<file path="src/rtl/calc_pkg.sv">
// Shared definitions for the 8-digit decimal calculator: command codes, status
// encoding, value limits and 7-segment glyphs.
package calc_pkg;

    localparam logic [3:0] CMD_ADD = 4'b1010;
    localparam logic [3:0] CMD_SUB = 4'b1011;
    localparam logic [3:0] CMD_MUL = 4'b1100;
    localparam logic [3:0] CMD_NOP = 4'b1101;
    localparam logic [3:0] CMD_EQ  = 4'b1110;
    localparam logic [3:0] CMD_CLR = 4'b1111;

    // Operator register holds the low two bits of the operator command.
    localparam logic [1:0] OP_ADD = 2'b10;
    localparam logic [1:0] OP_SUB = 2'b11;
    localparam logic [1:0] OP_MUL = 2'b00;

    typedef enum logic [1:0] {
        ST_FIRST  = 2'b00,
        ST_SECOND = 2'b01,
        ST_RESULT = 2'b10,
        ST_ERROR  = 2'b11
    } status_t;

    localparam logic [26:0] MAX_VAL     = 27'd99_999_999;
    localparam logic [26:0] DIGIT_LIMIT = 27'd10_000_000;

    localparam logic [6:0] SEG_E     = 7'b0000110;
    localparam logic [6:0] SEG_R     = 7'b0101111;
    localparam logic [6:0] SEG_BLANK = 7'b1111111;

    function automatic logic [6:0] seg_digit(input logic [3:0] d);
        case (d)
            4'd0:    return 7'b1000000;
            4'd1:    return 7'b1111001;
            4'd2:    return 7'b0100100;
            4'd3:    return 7'b0110000;
            4'd4:    return 7'b0011001;
            4'd5:    return 7'b0010010;
            4'd6:    return 7'b0000010;
            4'd7:    return 7'b1111000;
            4'd8:    return 7'b0000000;
            4'd9:    return 7'b0010000;
            default: return SEG_BLANK;
        endcase
    endfunction

endpackage

</file>
<file path="src/rtl/calc_display.sv">
// Combinational display path: binary to BCD, leading-zero blanking,
// "Err" override and 7-segment encoding.
module calc_display
    import calc_pkg::*;
(
    input  logic [26:0] value,
    input  logic        error,
    output logic [6:0]  segs [7:0]
);

    logic [31:0] bcd;
    logic        lead;

    always_comb begin
        bcd  = '0;
        lead = 1'b1;
        for (int k = 0; k < 8; k++) segs[k] = SEG_BLANK;

        // Double-dabble: add 3 to any nibble >= 5 before each shift.
        for (int i = 26; i >= 0; i--) begin
            for (int k = 0; k < 8; k++) begin
                if (bcd[4*k +: 4] >= 4'd5) bcd[4*k +: 4] = bcd[4*k +: 4] + 4'd3;
            end
            bcd = {bcd[30:0], value[i]};
        end

        for (int k = 7; k >= 0; k--) begin
            if (lead && (bcd[4*k +: 4] == 4'd0) && (k != 0)) begin
                segs[k] = SEG_BLANK;
            end else begin
                lead    = 1'b0;
                segs[k] = seg_digit(bcd[4*k +: 4]);
            end
        end

        if (error) begin
            for (int k = 0; k < 8; k++) segs[k] = SEG_BLANK;
            segs[2] = SEG_E;
            segs[1] = SEG_R;
            segs[0] = SEG_R;
        end
    end

endmodule

</file>
<file path="src/rtl/calc_top_unit.sv">
// Calculator top: command edge detector, entry/evaluation state machine and
// single-cycle ALU, driving the display decoder.
module calc_top_unit
    import calc_pkg::*;
(
    input  logic        clock,
    input  logic        reset,
    input  logic [3:0]  cmd,
    output logic [6:0]  displays [7:0],
    output logic [1:0]  status
);

    logic [3:0]  cmd_q;
    logic [3:0]  cmd_prev;
    logic [26:0] acc;
    logic [26:0] opa;
    logic [1:0]  op;
    status_t     state;

    logic [26:0] acc_nx;
    logic [26:0] opa_nx;
    logic [1:0]  op_nx;
    status_t     state_nx;

    logic        exec;
    logic        is_digit;
    logic        is_op;
    logic [26:0] dig_val;
    logic [53:0] alu_wide;
    logic [26:0] alu_val;
    logic        alu_err;

    always_ff @(posedge clock or negedge reset) begin
        if (!reset) begin
            cmd_q    <= CMD_NOP;
            cmd_prev <= CMD_NOP;
            acc      <= '0;
            opa      <= '0;
            op       <= OP_ADD;
            state    <= ST_FIRST;
        end else begin
            cmd_q    <= cmd;
            cmd_prev <= cmd_q;
            acc      <= acc_nx;
            opa      <= opa_nx;
            op       <= op_nx;
            state    <= state_nx;
        end
    end

    // Product needs the full 54 bits so overflow is never masked by truncation.
    always_comb begin
        alu_wide = '0;
        case (op)
            OP_ADD:  alu_wide = {27'd0, opa} + {27'd0, acc};
            OP_SUB:  alu_wide = {27'd0, opa} - {27'd0, acc};
            default: alu_wide = {27'd0, opa} * {27'd0, acc};
        endcase
        alu_err = ((op == OP_SUB) && (acc > opa)) || (alu_wide > {27'd0, MAX_VAL});
        alu_val = alu_wide[26:0];
    end

    assign exec     = (cmd_q != cmd_prev);
    assign is_digit = (cmd_q <= 4'd9);
    assign is_op    = (cmd_q == CMD_ADD) || (cmd_q == CMD_SUB) || (cmd_q == CMD_MUL);
    // Only used when acc is below the 8-digit limit, so the 27-bit result is exact.
    assign dig_val  = acc * 27'd10 + {23'd0, cmd_q};

    always_comb begin
        acc_nx   = acc;
        opa_nx   = opa;
        op_nx    = op;
        state_nx = state;

        if (exec) begin
            if (cmd_q == CMD_CLR) begin
                acc_nx   = '0;
                opa_nx   = '0;
                op_nx    = OP_ADD;
                state_nx = ST_FIRST;
            end else if (state != ST_ERROR) begin
                if (is_digit) begin
                    if (state == ST_RESULT) begin
                        acc_nx   = {23'd0, cmd_q};
                        state_nx = ST_FIRST;
                    end else if (acc < DIGIT_LIMIT) begin
                        acc_nx = dig_val;
                    end
                end else if (is_op) begin
                    if (state == ST_SECOND) begin
                        if (alu_err) begin
                            state_nx = ST_ERROR;
                        end else begin
                            opa_nx = alu_val;
                            op_nx  = cmd_q[1:0];
                            acc_nx = '0;
                        end
                    end else begin
                        opa_nx   = acc;
                        op_nx    = cmd_q[1:0];
                        acc_nx   = '0;
                        state_nx = ST_SECOND;
                    end
                end else if ((cmd_q == CMD_EQ) && (state == ST_SECOND)) begin
                    if (alu_err) begin
                        state_nx = ST_ERROR;
                    end else begin
                        acc_nx   = alu_val;
                        state_nx = ST_RESULT;
                    end
                end
            end
        end
    end

    assign status = state;

    calc_display u_display (
        .value (acc),
        .error (state == ST_ERROR),
        .segs  (displays)
    );

endmodule

</file>
<file path="config.mk">
export PLATFORM = sky130hd
export DESIGN_NAME = calc_top_unit
export DESIGN_NICKNAME = d
export VERILOG_FILES = /design/src/rtl/calc_pkg.sv /design/src/rtl/calc_display.sv /design/src/rtl/calc_top_unit.sv
export SDC_FILE = /design/constraint.sdc
export NUM_CORES = 2
export LEC_CHECK = 0
export CAP_MARGIN = 20
export CORE_ASPECT_RATIO = 1.2
export CORE_MARGIN = 1
export CORE_UTILIZATION = 35
export CTS_BUF_LIST = sky130_fd_sc_hd__clkbuf_4 sky130_fd_sc_hd__clkbuf_8
export DETAILED_ROUTE_END_ITERATION = 10
export DONT_BUFFER_PORTS = 1
export SKIP_CTS_REPAIR_TIMING = 1
export SLEW_MARGIN = 15
export SYNTH_ARGS = -nofsm -noshare
export SYNTH_HDL_FRONTEND = slang
export SYNTH_SLANG_ARGS = --single-unit
</file>
<file path="constraint.sdc">
create_clock -name clock -period 77.9 [get_ports clock]
set_input_delay 19.475 -clock clock [delete_from_list [all_inputs] [get_ports clock]]
set_output_delay 19.475 -clock clock [all_outputs]
set_load 0.1 [all_outputs]
</file>
# Yosys cells after proc, flatten, opt, wreduce, memory -nomap -nowiden
# Memory sizes are Yosys's and may differ from the RTL's.
# Index checks and enable logic that the tools add are counted.
dict set report totals {
  regBits 66
  mem_count 8
  out_inout_bits 58
  rom_bits 896
  input_bits 6
  word_cells 435
}
dict set report op_classes {
  add_sub_neg 111
  n_mul 2
  order_cmp 112
  n_mux 153
  reduce_logical 24
  n_eq_ne 19
}
# memory depth width rd rd_clocked_by_memory_dff write_ports line_no
set mem_list {}
lappend mem_list {{(no name shown)} 16 7 1 0 0 calc_pkg.sv:32} ;# case (d)
lappend mem_list {{(no name shown)} 16 7 1 0 0 calc_pkg.sv:32}
lappend mem_list {{(no name shown)} 16 7 1 0 0 calc_pkg.sv:32}
lappend mem_list {{(no name shown)} 16 7 1 0 0 calc_pkg.sv:32}
lappend mem_list {{(no name shown)} 16 7 1 0 0 calc_pkg.sv:32}
lappend mem_list {{(no name shown)} 16 7 1 0 0 calc_pkg.sv:32}
lappend mem_list {{2 more memories} - - - - - -}
# cell count
set op_table {}
lappend op_table {{$mux W4} 105}
lappend op_table {{$mux W27} 15}
lappend op_table {{$ge A4 B3 Y1 const B} 100}
lappend op_table {{$add A4 B2 Y4 const B} 98}
lappend op_table {{$pmux W54 S2} 1}
lappend op_table {{$mux W56} 1}
lappend op_table {{$gt A54 B27 Y1 const B} 1}
lappend op_table {{$mul A27 B27 Y54} 1}
lappend op_table {{$mux W7} 7}
lappend op_table {{$add A27 B27 Y28} 1}
lappend op_table {{$add A3 B2 Y4 const B} 7}
lappend op_table {{$logic_not A4 Y1} 7}
lappend op_table {{$mux W2} 14}
lappend op_table {{$sub A27 B27 Y28} 1}
lappend op_table {{$add A27 B4 Y27} 1}
lappend op_table {{$gt A27 B27 Y1} 1}
lappend op_table {{$lt A27 B24 Y1 const B} 1}
lappend op_table {{$mul A27 B3 Y26 const B} 1}
lappend op_table {{$ge A3 B3 Y1 const B} 8}
lappend op_table {{$eq A4 B4 Y1 const B} 5}
lappend op_table {{$reduce_and A5 Y1} 2}
lappend op_table {{$add A3 B2 Y3 const B} 3}
lappend op_table {{$mux W3} 3}
lappend op_table {{$eq A2 B2 Y1 const B} 4}
lappend op_table {{17 further kinds} 33}

# Longest topological paths before layout
dict set report depth {
  ltp_word 63
  mapped_depth 117
}

# Cells and area by module
# A second synthesis with hierarchy kept.
dict set report unflattened {
  hier_cells 6506
  hier_area_um2 50221.9
}
# module area_per_inst_um2 cells_each instances
set by_module_without_submodules {}
lappend by_module_without_submodules {calc_top_unit 32523.7 3884 1}
lappend by_module_without_submodules {calc_display 17698.2 2622 1}

# Worst setup path after synthesis
# Ideal clock, no wire load.
dict set report synth_timing {
  kind {reg-to-output}
  startpoint {register acc[25]}
  endpoint {output displays[17] (netlist bit)}
  arrival_ns 22.127
  path_slack_ns 36.298
  path_buffers 3
  stages_incl_launch_ff 108
  path_cell_list {dfrtp_1 > clkbuf_1 > inv_1 > ha_1 > or2_2 > a21oi_1 > ha_1 > nand2b_1 > and4_1 > o221ai_2 > ha_1 > clkbuf_1 > nand2b_1 > or4_1 > o311ai_1 > o21ai_1 > a21oi_2 > nor2_1 > (+72 left out) > a31oi_1 > ha_1 > nand2b_1 > a21boi_0 > xnor2_1 > inv_1 > ha_1 > inv_1 > o21ai_0 > mux2_2 > ha_1 > nor2b_1 > o311ai_0 > xor2_1 > ha_1 > or2_2 > o2bb2ai_1 > a21oi_1}
}
# element line_no
set synth_lines {}
lappend synth_lines {{start: declaration} calc_top_unit.sv:15} ;# logic [26:0] acc;
lappend synth_lines {{start signal: assignment} calc_top_unit.sv:44} ;# acc <= acc_nx;
lappend synth_lines {{end: declaration} calc_top_unit.sv:9} ;# output logic [6:0] displays [7:0],

==> metrics.txt <==
Hold WS 0.464 ns; largest net degree at the start of global routing 67; Synth area leader fa_1; final hold vios 0; CP Launch Type register; Critical path buffers and inverters 11; Port Buffers 0; Ant. Diodes 0; Congestion Overflow GR 0; worst endpoint required time 58.42 ns; fraction of layout instances using a drive strength above 1 6.69%; routed vias 41100; status finished, final reports clean; fillers 13900; Layout Area Growth over Synthesis 4.45%; initial antenna violation count 0; wire per inst 16.6 um; Pre-antenna DRT Iters 5; setup violators final 0; Initial Utilization 35.3%; CTS tree built; Reg clk slew, reported paths 0.08 ns; DR iter-0 viols 2083; endpoint type of the worst setup path output port; sequential area share after synthesis 3.55%; Max Fclk 22.6 MHz; DRT antenna net count 0; Slew @ Worst Pin 1.19 ns; crit path DAT 24.80 ns; Most used DFF post-synth dfrtp_1; Worst-Skew Late Latency 0.36 ns; total detailed-routing wirelength 126000 um; hpwl dp 97900 um; Unique masters post-synth 138; number of global-route vias before repair 41000; critical path peak fanout 38; drc violations 0; Max stage delay on crit path 0.98 ns; Worst path slowest cell a21oi_2; CTS H-tree depth 3; die height 402 um; total track usage 18.7%; unrepaired setup endpoints after global routing false; Setup TNS 0 ns; clk buf depth 2; Placer Congestion 0.863; # rows 146; clock skew 0.0165 ns; # IOs 64; Post-synth ARST share 100%; Syn Area/Cell 7.82 um2; Ys Warns 0; core area 132000 um2; Sink Count 66; crit-path most repeated cell ha_1; top post-synthesis cells by area fa_1 (27%), ha_1 (12%), inv_1 (7.2%), nand2_1 (6.1%), a21oi_1 (3.9%); Post-synth EDFFs 0; Synth top area share 26.9%; routed vias/inst 5.44; first-pass GRT wire length 210000 um; crit share post-route 56.8%; WS Path Type reg -> out; die footprint 135000 um2; DIE WIDTH 336 um; Slew HR 20.9%; MaxCap Viol Count 0; worst hold-check path type reg -> reg; min Tclk post-route 44.28 ns; Syn Inst Count 5978; syn_nets 7058; Post-layout nets 6860; #FFs+latches synth 66; Mapped Area 46700 um2; CTS Root Cell clkbuf_8; delay-heaviest family, CP compound AO/OA/AOI/OAI gates; CTS Buf Count 9; Pins Over Slew Limit 0
==> placed cells by master (no fill, tap or decap), types with 30 or more instances in the layout <==
cell,Yosys,final
nand2_1,765,765
nor3_1,95,95
buf_4,2,78
o21bai_1,79,79
a21oi_1,367,362
xor2_1,43,43
a21o_1,77,77
o211ai_1,56,56
dfrtp_1,59,57
a31oi_1,35,34
and3_1,42,42
o21ai_0,204,191
ha_1,446,446
nor2_1,337,336
a211oi_1,50,50
fa_1,628,628
o21a_1,38,38
a221oi_1,30,30
and2_1,207,207
nand2b_1,41,41
o21ai_1,46,41
or2_2,31,31
nand3_1,129,129
o31ai_1,36,36
inv_1,900,900
xnor2_1,127,127
mux2_2,51,51
mux2i_1,104,104
o22ai_1,34,34
==> cell usage after synthesis, types with 38 or more instances <==
| library cell | n |
|---|---|
| a211oi_1 | 50 |
| a21o_1 | 77 |
| a21oi_1 | 367 |
| and2_1 | 207 |
| and3_1 | 42 |
| clkbuf_1 | 245 |
| dfrtp_1 | 59 |
| fa_1 | 628 |
| ha_1 | 446 |
| inv_1 | 900 |
| mux2_2 | 51 |
| mux2i_1 | 104 |
| nand2_1 | 765 |
| nand2b_1 | 41 |
| nand3_1 | 129 |
| nor2_1 | 337 |
| nor3_1 | 95 |
| o211ai_1 | 56 |
| o21a_1 | 38 |
| o21ai_0 | 204 |
| o21ai_1 | 46 |
| o21bai_1 | 79 |
| xnor2_1 | 127 |
| xor2_1 | 43 |
==> flip-flops by register name, indices dropped and copies added, names as in the netlist <==
register,flops
op,2
acc,27
cmd_prev,4
cmd_q,4
status,2
opa,27
==> logic make-up (layout without fill, tap and decap cells) <==
logic type | after synthesis | after routing | synth area share (%)
buf+inv | 1219 | 1026 | 9.87
compound gates | 1427 | 1427 | 21.5
mux | 172 | 172 | 4.03
fa+ha+maj | 1075 | 1075 | 38.9
xor+xnor | 184 | 184 | 3.71
simple gates | 1835 | 1835 | 18.5
flops | 66 | 66 | 3.55
==> cell type report <==
cell class | count | area (um2) | share of cell area (%)
tap | 1776 | 2220 | 4.55
clock inverter | 4 | 50.0 | 0.102
clock buffer | 12 | 159 | 0.325
inverter | 929 | 3490 | 7.14
sequential | 66 | 1660 | 3.41
timing repair buffer | 81 | 644 | 1.32
multi-input combinational | 4693 | 40600 | 83.2
==> worst paths after layout <==
check	from	to	slack (ns)	cells past startpoint
setup / recovery	acc[24]$_DFFE_PN0P_	displays[19]	33.62	97
hold / removal	cmd_q[0]$_DFF_PN1_	cmd_prev[0]$_DFF_PN1_	0.46	0
setup reg to reg	acc[2]$_DFFE_PN0P_	acc[25]$_DFFE_PN0P_	64.87	60
hold reg to reg	cmd_q[0]$_DFF_PN1_	cmd_prev[0]$_DFF_PN1_	0.46	0
max in group asynchronous	reset	op[1]$_DFFE_PN1P_	58.90	0
min in group asynchronous	reset	status[1]$_DFFE_PN0P_	18.81	0
==> stage by stage <==
| step | std cells | utilization, % | area, um2 | setup slack (ns) |
|---|---|---|---|---|
| after floorplan | 5978 | - | 46700 | 36.30 |
| after global placement | 7542 | 36.7 | 48600 | 34.97 |
| after detailed placement | 7543 | 36.7 | 48600 | 34.25 |
| after CTS | 7559 | 36.9 | 48800 | 33.77 |
| after global routing | 7561 | 36.9 | 48800 | 31.32 |
| final | 7561 | 36.9 | 48800 | 33.62 |
==> metal layers <==
layer  vias to the layer above  global-route usage, %  routed length (um)
met5                         -                      0                   0
met4                         0                   4.10                2660
met3                       144                   1.18                4740
met2                       888                   34.6               64300
met1                     20300                   23.5               54200
li1                      19800                      -                   -
==> worst register-to-register path: cells and delay by family (launching register included) <==
kind	cells	cell delay, ns
buffers and inverters	8	1.15
flip-flops	1	0.41
adder cells (fa/ha/maj)	7	2.99
AO/OA/AOI/OAI	42	7.99
AND/OR/NAND/NOR	3	0.33
Power is not shown: default switching activity piles up to over one toggle a cycle in this logic, so the estimate is an artifact.
